<file path="src/rtl/ksa_shuffle_s_mem_if.sv">
// ---------------------------------------------------------------------------
// ksa_shuffle_s_mem_if
// Bundles the S-memory bus and the start/done handshake of the RC4 key
// scheduling shuffle stage.
//   start              : begin shuffle (master FSM -> shuffle)
//   shuffle_done       : sticky completion flag (shuffle -> master FSM)
//   s_address_out      : S memory address (shuffle -> memory)
//   s_data_out         : S memory write data (shuffle -> memory)
//   s_write_enable_out : S memory write strobe (shuffle -> memory)
//   s_data_in          : S memory read data (memory -> shuffle)
// master modport: the shuffle engine. slave modport: memory / master FSM side.
// ---------------------------------------------------------------------------
interface ksa_shuffle_s_mem_if;
    logic       start;
    logic       shuffle_done;
    logic [7:0] s_address_out;
    logic [7:0] s_data_out;
    logic       s_write_enable_out;
    logic [7:0] s_data_in;

    modport master (
        input  start,
        input  s_data_in,
        output shuffle_done,
        output s_address_out,
        output s_data_out,
        output s_write_enable_out
    );

    modport slave (
        output start,
        output s_data_in,
        input  shuffle_done,
        input  s_address_out,
        input  s_data_out,
        input  s_write_enable_out
    );
endinterface

</file>
<file path="src/rtl/ksa_shuffle_s_mem.sv">
// ---------------------------------------------------------------------------
// ksa_shuffle_s_mem
// RC4 key-scheduling shuffle. Starting from an identity-filled S memory it
// walks i = 0..255, accumulates j = j + s[i] + key[i mod KEY_BYTES] and swaps
// s[i] with s[j] through a single-port synchronous-read S memory. A sticky
// shuffle_done flag is raised when all 256 iterations have completed.
//
// Parameters:
//   KEY_BYTES   : key length in bytes (1..32)
// Ports:
//   clk         : system clock, rising edge
//   reset       : asynchronous active-low reset
//   secret_key  : key, byte 0 in the most significant byte
//   bus         : ksa_shuffle_s_mem_if.master (start/done + S memory bus)
// Build option:
//   KSA_SELF_SWAP_SKIP_EN : when defined, an iteration whose new j equals i
//   skips the read of s[j] and both writes (4 cycles instead of 9). Final S
//   contents are identical either way.
//
// All bus outputs are registered: they are decoded from the next state and
// next register values, so they change on the same edge as the state.
// ---------------------------------------------------------------------------
module ksa_shuffle_s_mem #(
    parameter int KEY_BYTES = 3
) (
    input  logic                   clk,
    input  logic                   reset,
    input  logic [8*KEY_BYTES-1:0] secret_key,
    ksa_shuffle_s_mem_if.master    bus
);

    localparam int KW = (KEY_BYTES > 1) ? $clog2(KEY_BYTES) : 1;

    typedef enum logic [3:0] {
        ST_IDLE   = 4'd0,
        ST_RD_I   = 4'd1,
        ST_WT_I   = 4'd2,
        ST_LD_I   = 4'd3,
        ST_RD_J   = 4'd4,
        ST_WT_J   = 4'd5,
        ST_LD_J   = 4'd6,
        ST_WR_I   = 4'd7,
        ST_WR_J   = 4'd8,
        ST_NEXT   = 4'd9,
        ST_FINISH = 4'd10
    } state_t;

    state_t        state_r;
    state_t        state_nxt_s;
    logic [8:0]    i_r;
    logic [8:0]    i_nxt_s;
    logic [7:0]    j_r;
    logic [7:0]    j_nxt_s;
    logic [KW-1:0] k_r;
    logic [KW-1:0] k_nxt_s;
    logic [7:0]    si_r;
    logic [7:0]    si_nxt_s;
    logic [7:0]    sj_r;
    logic [7:0]    sj_nxt_s;

    logic [7:0]    key_byte_s;
    logic [7:0]    j_sum_s;

    logic [7:0]    addr_r;
    logic [7:0]    addr_nxt_s;
    logic [7:0]    data_r;
    logic [7:0]    data_nxt_s;
    logic          we_r;
    logic          we_nxt_s;
    logic          done_r;
    logic          done_nxt_s;

    // Key byte selected by k; OR-merge of one-hot masked bytes avoids an
    // out-of-range array index when KEY_BYTES is not a power of two.
    always_comb begin
        key_byte_s = 8'h00;
        for (int b = 0; b < KEY_BYTES; b++) begin
            key_byte_s = key_byte_s |
                         ((k_r == KW'(b)) ? secret_key[8*(KEY_BYTES-1-b) +: 8] : 8'h00);
        end
    end

    // Running j accumulation, 8-bit with silent wrap.
    always_comb begin
        j_sum_s = j_r + bus.s_data_in + key_byte_s;
    end

    // Next-state and next register values for the shuffle sequencer.
    always_comb begin
        state_nxt_s = state_r;
        i_nxt_s     = i_r;
        j_nxt_s     = j_r;
        k_nxt_s     = k_r;
        si_nxt_s    = si_r;
        sj_nxt_s    = sj_r;
        case (state_r)
            ST_IDLE: begin
                if (bus.start) begin
                    state_nxt_s = ST_RD_I;
                end else begin
                    state_nxt_s = ST_IDLE;
                end
            end
            ST_RD_I: state_nxt_s = ST_WT_I;
            ST_WT_I: state_nxt_s = ST_LD_I;
            ST_LD_I: begin
                si_nxt_s = bus.s_data_in;
                j_nxt_s  = j_sum_s;
`ifdef KSA_SELF_SWAP_SKIP_EN
                // A self-swap leaves S unchanged, so skip straight to NEXT.
                if (j_sum_s == i_r[7:0]) begin
                    state_nxt_s = ST_NEXT;
                end else begin
                    state_nxt_s = ST_RD_J;
                end
`else
                state_nxt_s = ST_RD_J;
`endif
            end
            ST_RD_J: state_nxt_s = ST_WT_J;
            ST_WT_J: state_nxt_s = ST_LD_J;
            ST_LD_J: begin
                sj_nxt_s    = bus.s_data_in;
                state_nxt_s = ST_WR_I;
            end
            ST_WR_I: state_nxt_s = ST_WR_J;
            ST_WR_J: state_nxt_s = ST_NEXT;
            ST_NEXT: begin
                i_nxt_s = i_r + 9'd1;
                if (k_r == KW'(KEY_BYTES - 1)) begin
                    k_nxt_s = '0;
                end else begin
                    k_nxt_s = k_r + KW'(1);
                end
                if (i_r == 9'd255) begin
                    state_nxt_s = ST_FINISH;
                end else begin
                    state_nxt_s = ST_RD_I;
                end
            end
            ST_FINISH: state_nxt_s = ST_FINISH;
            default:   state_nxt_s = ST_IDLE;
        endcase
    end

    // Output decode from the upcoming state so the bus registers line up
    // with the state they describe.
    always_comb begin
        addr_nxt_s = 8'h00;
        data_nxt_s = 8'h00;
        we_nxt_s   = 1'b0;
        done_nxt_s = 1'b0;
        case (state_nxt_s)
            ST_RD_I, ST_WT_I, ST_LD_I: addr_nxt_s = i_nxt_s[7:0];
            ST_RD_J, ST_WT_J, ST_LD_J: addr_nxt_s = j_nxt_s;
            ST_WR_I: begin
                addr_nxt_s = i_nxt_s[7:0];
                data_nxt_s = sj_nxt_s;
                we_nxt_s   = 1'b1;
            end
            ST_WR_J: begin
                addr_nxt_s = j_nxt_s;
                data_nxt_s = si_nxt_s;
                we_nxt_s   = 1'b1;
            end
            ST_FINISH: done_nxt_s = 1'b1;
            default: begin
                addr_nxt_s = 8'h00;
                data_nxt_s = 8'h00;
                we_nxt_s   = 1'b0;
                done_nxt_s = 1'b0;
            end
        endcase
    end

    // State, datapath and registered bus outputs.
    always_ff @(posedge clk or negedge reset) begin
        if (!reset) begin
            state_r <= ST_IDLE;
            i_r     <= 9'd0;
            j_r     <= 8'd0;
            k_r     <= '0;
            si_r    <= 8'd0;
            sj_r    <= 8'd0;
            addr_r  <= 8'd0;
            data_r  <= 8'd0;
            we_r    <= 1'b0;
            done_r  <= 1'b0;
        end else begin
            state_r <= state_nxt_s;
            i_r     <= i_nxt_s;
            j_r     <= j_nxt_s;
            k_r     <= k_nxt_s;
            si_r    <= si_nxt_s;
            sj_r    <= sj_nxt_s;
            addr_r  <= addr_nxt_s;
            data_r  <= data_nxt_s;
            we_r    <= we_nxt_s;
            done_r  <= done_nxt_s;
        end
    end

    assign bus.s_address_out      = addr_r;
    assign bus.s_data_out         = data_r;
    assign bus.s_write_enable_out = we_r;
    assign bus.shuffle_done       = done_r;

endmodule

</file>
<file path="src/flat_wrapper.sv">
// flat-port wrapper written by rule: the top's interface ports become plain ports
module ksa_shuffle_s_mem_flat 
#(
    parameter int KEY_BYTES = 3
)
  (clk, reset, secret_key, bus_start, bus_s_data_in, bus_shuffle_done, bus_s_address_out, bus_s_data_out, bus_s_write_enable_out);
  ksa_shuffle_s_mem_if bus_i ();
  input  logic clk;
  input  logic reset;
  input  logic [8*KEY_BYTES-1:0] secret_key;
  input wire logic [$bits(bus_i.start)-1:0] bus_start;
  input wire logic [$bits(bus_i.s_data_in)-1:0] bus_s_data_in;
  output wire logic [$bits(bus_i.shuffle_done)-1:0] bus_shuffle_done;
  output wire logic [$bits(bus_i.s_address_out)-1:0] bus_s_address_out;
  output wire logic [$bits(bus_i.s_data_out)-1:0] bus_s_data_out;
  output wire logic [$bits(bus_i.s_write_enable_out)-1:0] bus_s_write_enable_out;
  assign bus_i.start = bus_start;
  assign bus_i.s_data_in = bus_s_data_in;
  assign bus_shuffle_done = bus_i.shuffle_done;
  assign bus_s_address_out = bus_i.s_address_out;
  assign bus_s_data_out = bus_i.s_data_out;
  assign bus_s_write_enable_out = bus_i.s_write_enable_out;
  ksa_shuffle_s_mem #(.KEY_BYTES(KEY_BYTES)) u_core (.clk(clk), .reset(reset), .secret_key(secret_key), .bus(bus_i));
endmodule
</file>
<file path="config.mk">
export PLATFORM = sky130hd
export DESIGN_NAME = ksa_shuffle_s_mem_flat
export DESIGN_NICKNAME = d
export VERILOG_FILES = /design/src/rtl/ksa_shuffle_s_mem_if.sv /design/src/rtl/ksa_shuffle_s_mem.sv /design/src/flat_wrapper.sv
export SDC_FILE = /design/constraint.sdc
export NUM_CORES = 1
export LEC_CHECK = 0
export CAP_MARGIN = 30
export CORE_AREA = 2 2 98 100
export CTS_BUF_LIST = sky130_fd_sc_hd__clkbuf_4
export CTS_CLUSTER_SIZE = 10
export DETAILED_ROUTE_END_ITERATION = 16
export DIE_AREA = 0 0 100 102
export DONT_BUFFER_PORTS = 1
export GPL_ROUTABILITY_DRIVEN = 0
export PLACE_DENSITY_LB_ADDON = 0.15
export SLEW_MARGIN = 20
export SYNTH_ARGS = -nofsm -noshare
export SYNTH_HDL_FRONTEND = slang
export SYNTH_SLANG_ARGS = --single-unit
</file>
<file path="constraint.sdc">
create_clock -name clk -period 6.14 [get_ports clk]
set_clock_uncertainty 0.2 [all_clocks]
set_input_delay 0.921 -clock clk [delete_from_list [all_inputs] [get_ports clk]]
set_output_delay 0.921 -clock clk [all_outputs]
set_load 0.02 [all_outputs]
</file>
==> results.yml <==
grt:
  top_usage_layer: "met2"
  grt_pass1_vias: 1862
  grt_util_met2: 0.196
  antenna_found_initial: 0
  use_met1: 0.180
  track_usage: 0.127
  grt_pass1_wl_um: 9930
  overflow: 0
  grtUsageMet3: 0.0280
  grt_max_degree: 30
clock_tree:
  clk_path_buf_depth: 2
  cts-htree-levels: 2
  cts_made_buffers: 5
  post_cts_buffers: 0
  clkLatencyLatePin_ps: 380
  cts_resized: 0
  cts_root_buffer: "clkbuf_4"
  clk_pin_slew_worst_paths_ps: 160
  cts_tree: "done"
  cts_hold_buf: 1
  clock_sinks: 49
yosys:
  async_flop_share: 1.00
  ys_warn_count: 0
  ys_types: 42
  ys_ff_latch: 49
  synth_fp_nets: 327
  synth_ff_type: "dfrtp_1"
  syn_area_per_cell_um2: 9.77
  synth_edf_count: 0
  synth-seq-area-share: 0.455
  syn_inst: 276
  synth_area_um2: 2700
critical_path:
  worst-setup-path-type: "reg -> reg"
  rr_worst_depth: 12
  endpoint_kind: "flop"
  critPathRequiredTime_ps: 6260
  crit_path_start: "u_core.k_r[0]$_DFFE_PN0N_"
  r2r-start: "u_core.k_r[0]$_DFFE_PN0N_"
  crit_buf_inv: 2
  crit_slowest_cell: "dfrtp_1"
  reg2reg_slack_ps: 2630
  start_kind: "flop"
  crit_end: "u_core.bus.s_address_out[5]$_DFF_PN0_"
  reg2reg_to: "u_core.bus.s_address_out[5]$_DFF_PN0_"
  crit_family: "adder cells"
  max_stage_delay_ps: 590
  cp.arrival_ps: 3630
  worstPathCellList: "nor2b_1 > a21oi_1 > fa_1 > inv_1 > ha_1 > inv_1 > fa_1 > nor2b_1 > o21ai_0 > a211o_1 > o211ai_1 > a22o_1"
  cp_num_cells: 12
  crit_fanout: 12
timing:
  post-route-min-period_ps: 3510
  min_period_over_period: 0.572
  rsz0062_at_grt: "no"
  final_hold_viol_count: 0
  slew_headroom: 0.473
  finalSetupViolCount: 0
  fmax_mhz: 285
  report.final.slew_viol_count: 0
  worst_pin_slew_ps: 790
  tns_ps: 0
floorplanning:
  dieHeight_um: 102
  die_area_um2: 10200
  initial_utilization: 0.296
  rows: 35
  die_width_um: 100
  ioPinCount: 53
  core_um2: 9110
detailed_routing:
  drt_first_iter_violations: 53
  ant_nets: 0
  vias_per_cell: 4.75
  drc: 0
  vias: 1830
  avgRoutedWirePerCell_um: 15.3
  drtPass1Iterations: 4
  wl_um: 5890
min_path:
  min_path_type: "in -> async"
power_and_ir_drop:
  pwr-share-comb: 0.518
  p_int_mw: 0.840
  switching_share: 0.464
  seq_power_share: 0.379
  power_frac_clock: 0.104
  leakage_nw: 1.36
  total_power_mw: 1.57
  p_sw_mw: 0.727
  p_per_area_nw_per_um2: 546
  ir_drop_mv: 0.156
finish:
  finalNetCount: 324
  final_area_um2: 2870
  drive_gt1_frac: 0.0657
  antennaDiodeCount: 0
  fin_cells: 385
  fillerInstances: 962
  area_delta_synth_final_pct: 6.45
status:
  status: "complete, no violations"
run:
  cap_violations: 0
placement:
  dpl.cell_count: 375
  dpl_cell_area_um2: 2770
  dpl.hpwl_um: 4350
  portBuffers: 0
-- how the worst min path moves through the flow --
stage / from / endpoint / slack, ps / depth (start not counted)
after floorplan: u_core.si_r[7]$_DFF_PN0_ / u_core.si_r[7]$_DFF_PN0_ / 250 / 2
final: reset / u_core.bus.s_address_out[2]$_DFF_PN0_ / 130 / 1
after global routing: reset / u_core.bus.s_address_out[3]$_DFF_PN0_ / 100 / 1
after detailed placement: u_core.si_r[4]$_DFF_PN0_ / u_core.si_r[4]$_DFF_PN0_ / 270 / 2
after global placement: u_core.si_r[6]$_DFF_PN0_ / u_core.si_r[6]$_DFF_PN0_ / 260 / 2
after CTS: reset / u_core.bus.s_data_out[5]$_DFF_PN0_ / 1 / 0
-- power by group through the flow --
stage | sequential (mW) | combinational [mW] | clock [mW]
2_1_floorplan | 0.531 | 0.711 | 0
3_3_place_gp | 0.602 | 0.813 | 0
3_5_place_dp | 0.604 | 0.813 | 0
4_1_cts | 0.596 | 0.822 | 0.172
5_1_grt | 0.614 | 0.943 | 0.186
6_report | 0.593 | 0.811 | 0.162
-- metal layers --
metal / vias to the layer above / wire [µm]
li1: 908 / -
met1: 865 / 3010
met2: 53 / 2580
met3: 4 / 243
met4: 0 / 57
met5: - / 0
-- registers in the layout (all words and copies together) (netlist names) --
name / flops
u_core.i_r: 9
u_core.bus.s_address_out: 8
u_core.bus.s_data_out: 8
u_core.j_r: 8
u_core.si_r: 8
u_core.state_r: 4
u_core.k_r: 2
u_core.bus.s_write_enable_out: 1
u_core.bus.shuffle_done: 1
-- logic make-up (layout without fill, tap and decap cells) --
family,count (synthesis),count (layout),synth area share
mux,17,17,0.0636
buf+inv,45,43,0.0696
compound gates,54,54,0.126
fa+ha+maj,16,16,0.0965
simple gates,82,82,0.148
xor+xnor,13,13,0.0422
flops,49,49,0.455
-- synthesized netlist by cell type, types with 3 or more instances --
cell type / count / area (µm²)
fa_1: 8 / 160
xnor2_1: 8 / 70.1
xor2_1: 5 / 43.8
a21oi_1: 13 / 65.1
ha_1: 8 / 100
dfrtp_1: 49 / 1230
nand3_1: 4 / 20.0
nand2b_1: 7 / 43.8
clkbuf_1: 5 / 18.8
nor3_1: 4 / 20.0
a22o_1: 6 / 52.6
buf_2: 3 / 15.0
nand2_1: 28 / 105
a21o_1: 3 / 22.5
o21ai_0: 19 / 95.1
mux2i_1: 16 / 160
inv_1: 33 / 124
nor2_1: 23 / 86.3
-- placed cells by master, fill, tap and decap left out, drive strengths merged, types with 6 or more instances in the layout --
| master | instances |
|---|---|
| mux2i | 16 |
| fa | 8 |
| a22o | 6 |
| nand2 | 30 |
| dfrtp | 49 |
| nor2 | 23 |
| nand2b | 7 |
| inv | 34 |
| xnor2 | 8 |
| o21ai | 19 |
| a21oi | 13 |
| ha | 8 |
-- final cells by class --
type | count | area [µm²] | area share
clock buffer | 5 | 37.5 | 0.0131
clock inverter | 3 | 21.3 | 0.00741
timing repair buffer | 2 | 40.0 | 0.0139
tap | 111 | 139 | 0.0484
multi-input combinational | 182 | 1280 | 0.447
inverter | 33 | 124 | 0.0432
sequential | 49 | 1230 | 0.427
-- per-stage QoR --
step	worst slack [ps]	hold WS, ps	util
final	2630	131	0.315
after global routing	2280	96.3	0.315
after CTS	2590	1.41	0.313
after detailed placement	2600	270	0.304
after global placement	2670	264	0.304
after floorplan	2810	245	-
-- worst reg2reg max path, cell delays in order, from the launching register on --
cell      delay, ps
dfrtp_1         590
nor2b_1         480
a21oi_1         170
fa_1            440
inv_1            70
ha_1            190
inv_1            70
fa_1            410
nor2b_1         120
o21ai_0         130
a211o_1         320
o211ai_1        130
a22o_1          160
No activity file was read; power rests on OpenSTA's default activity.
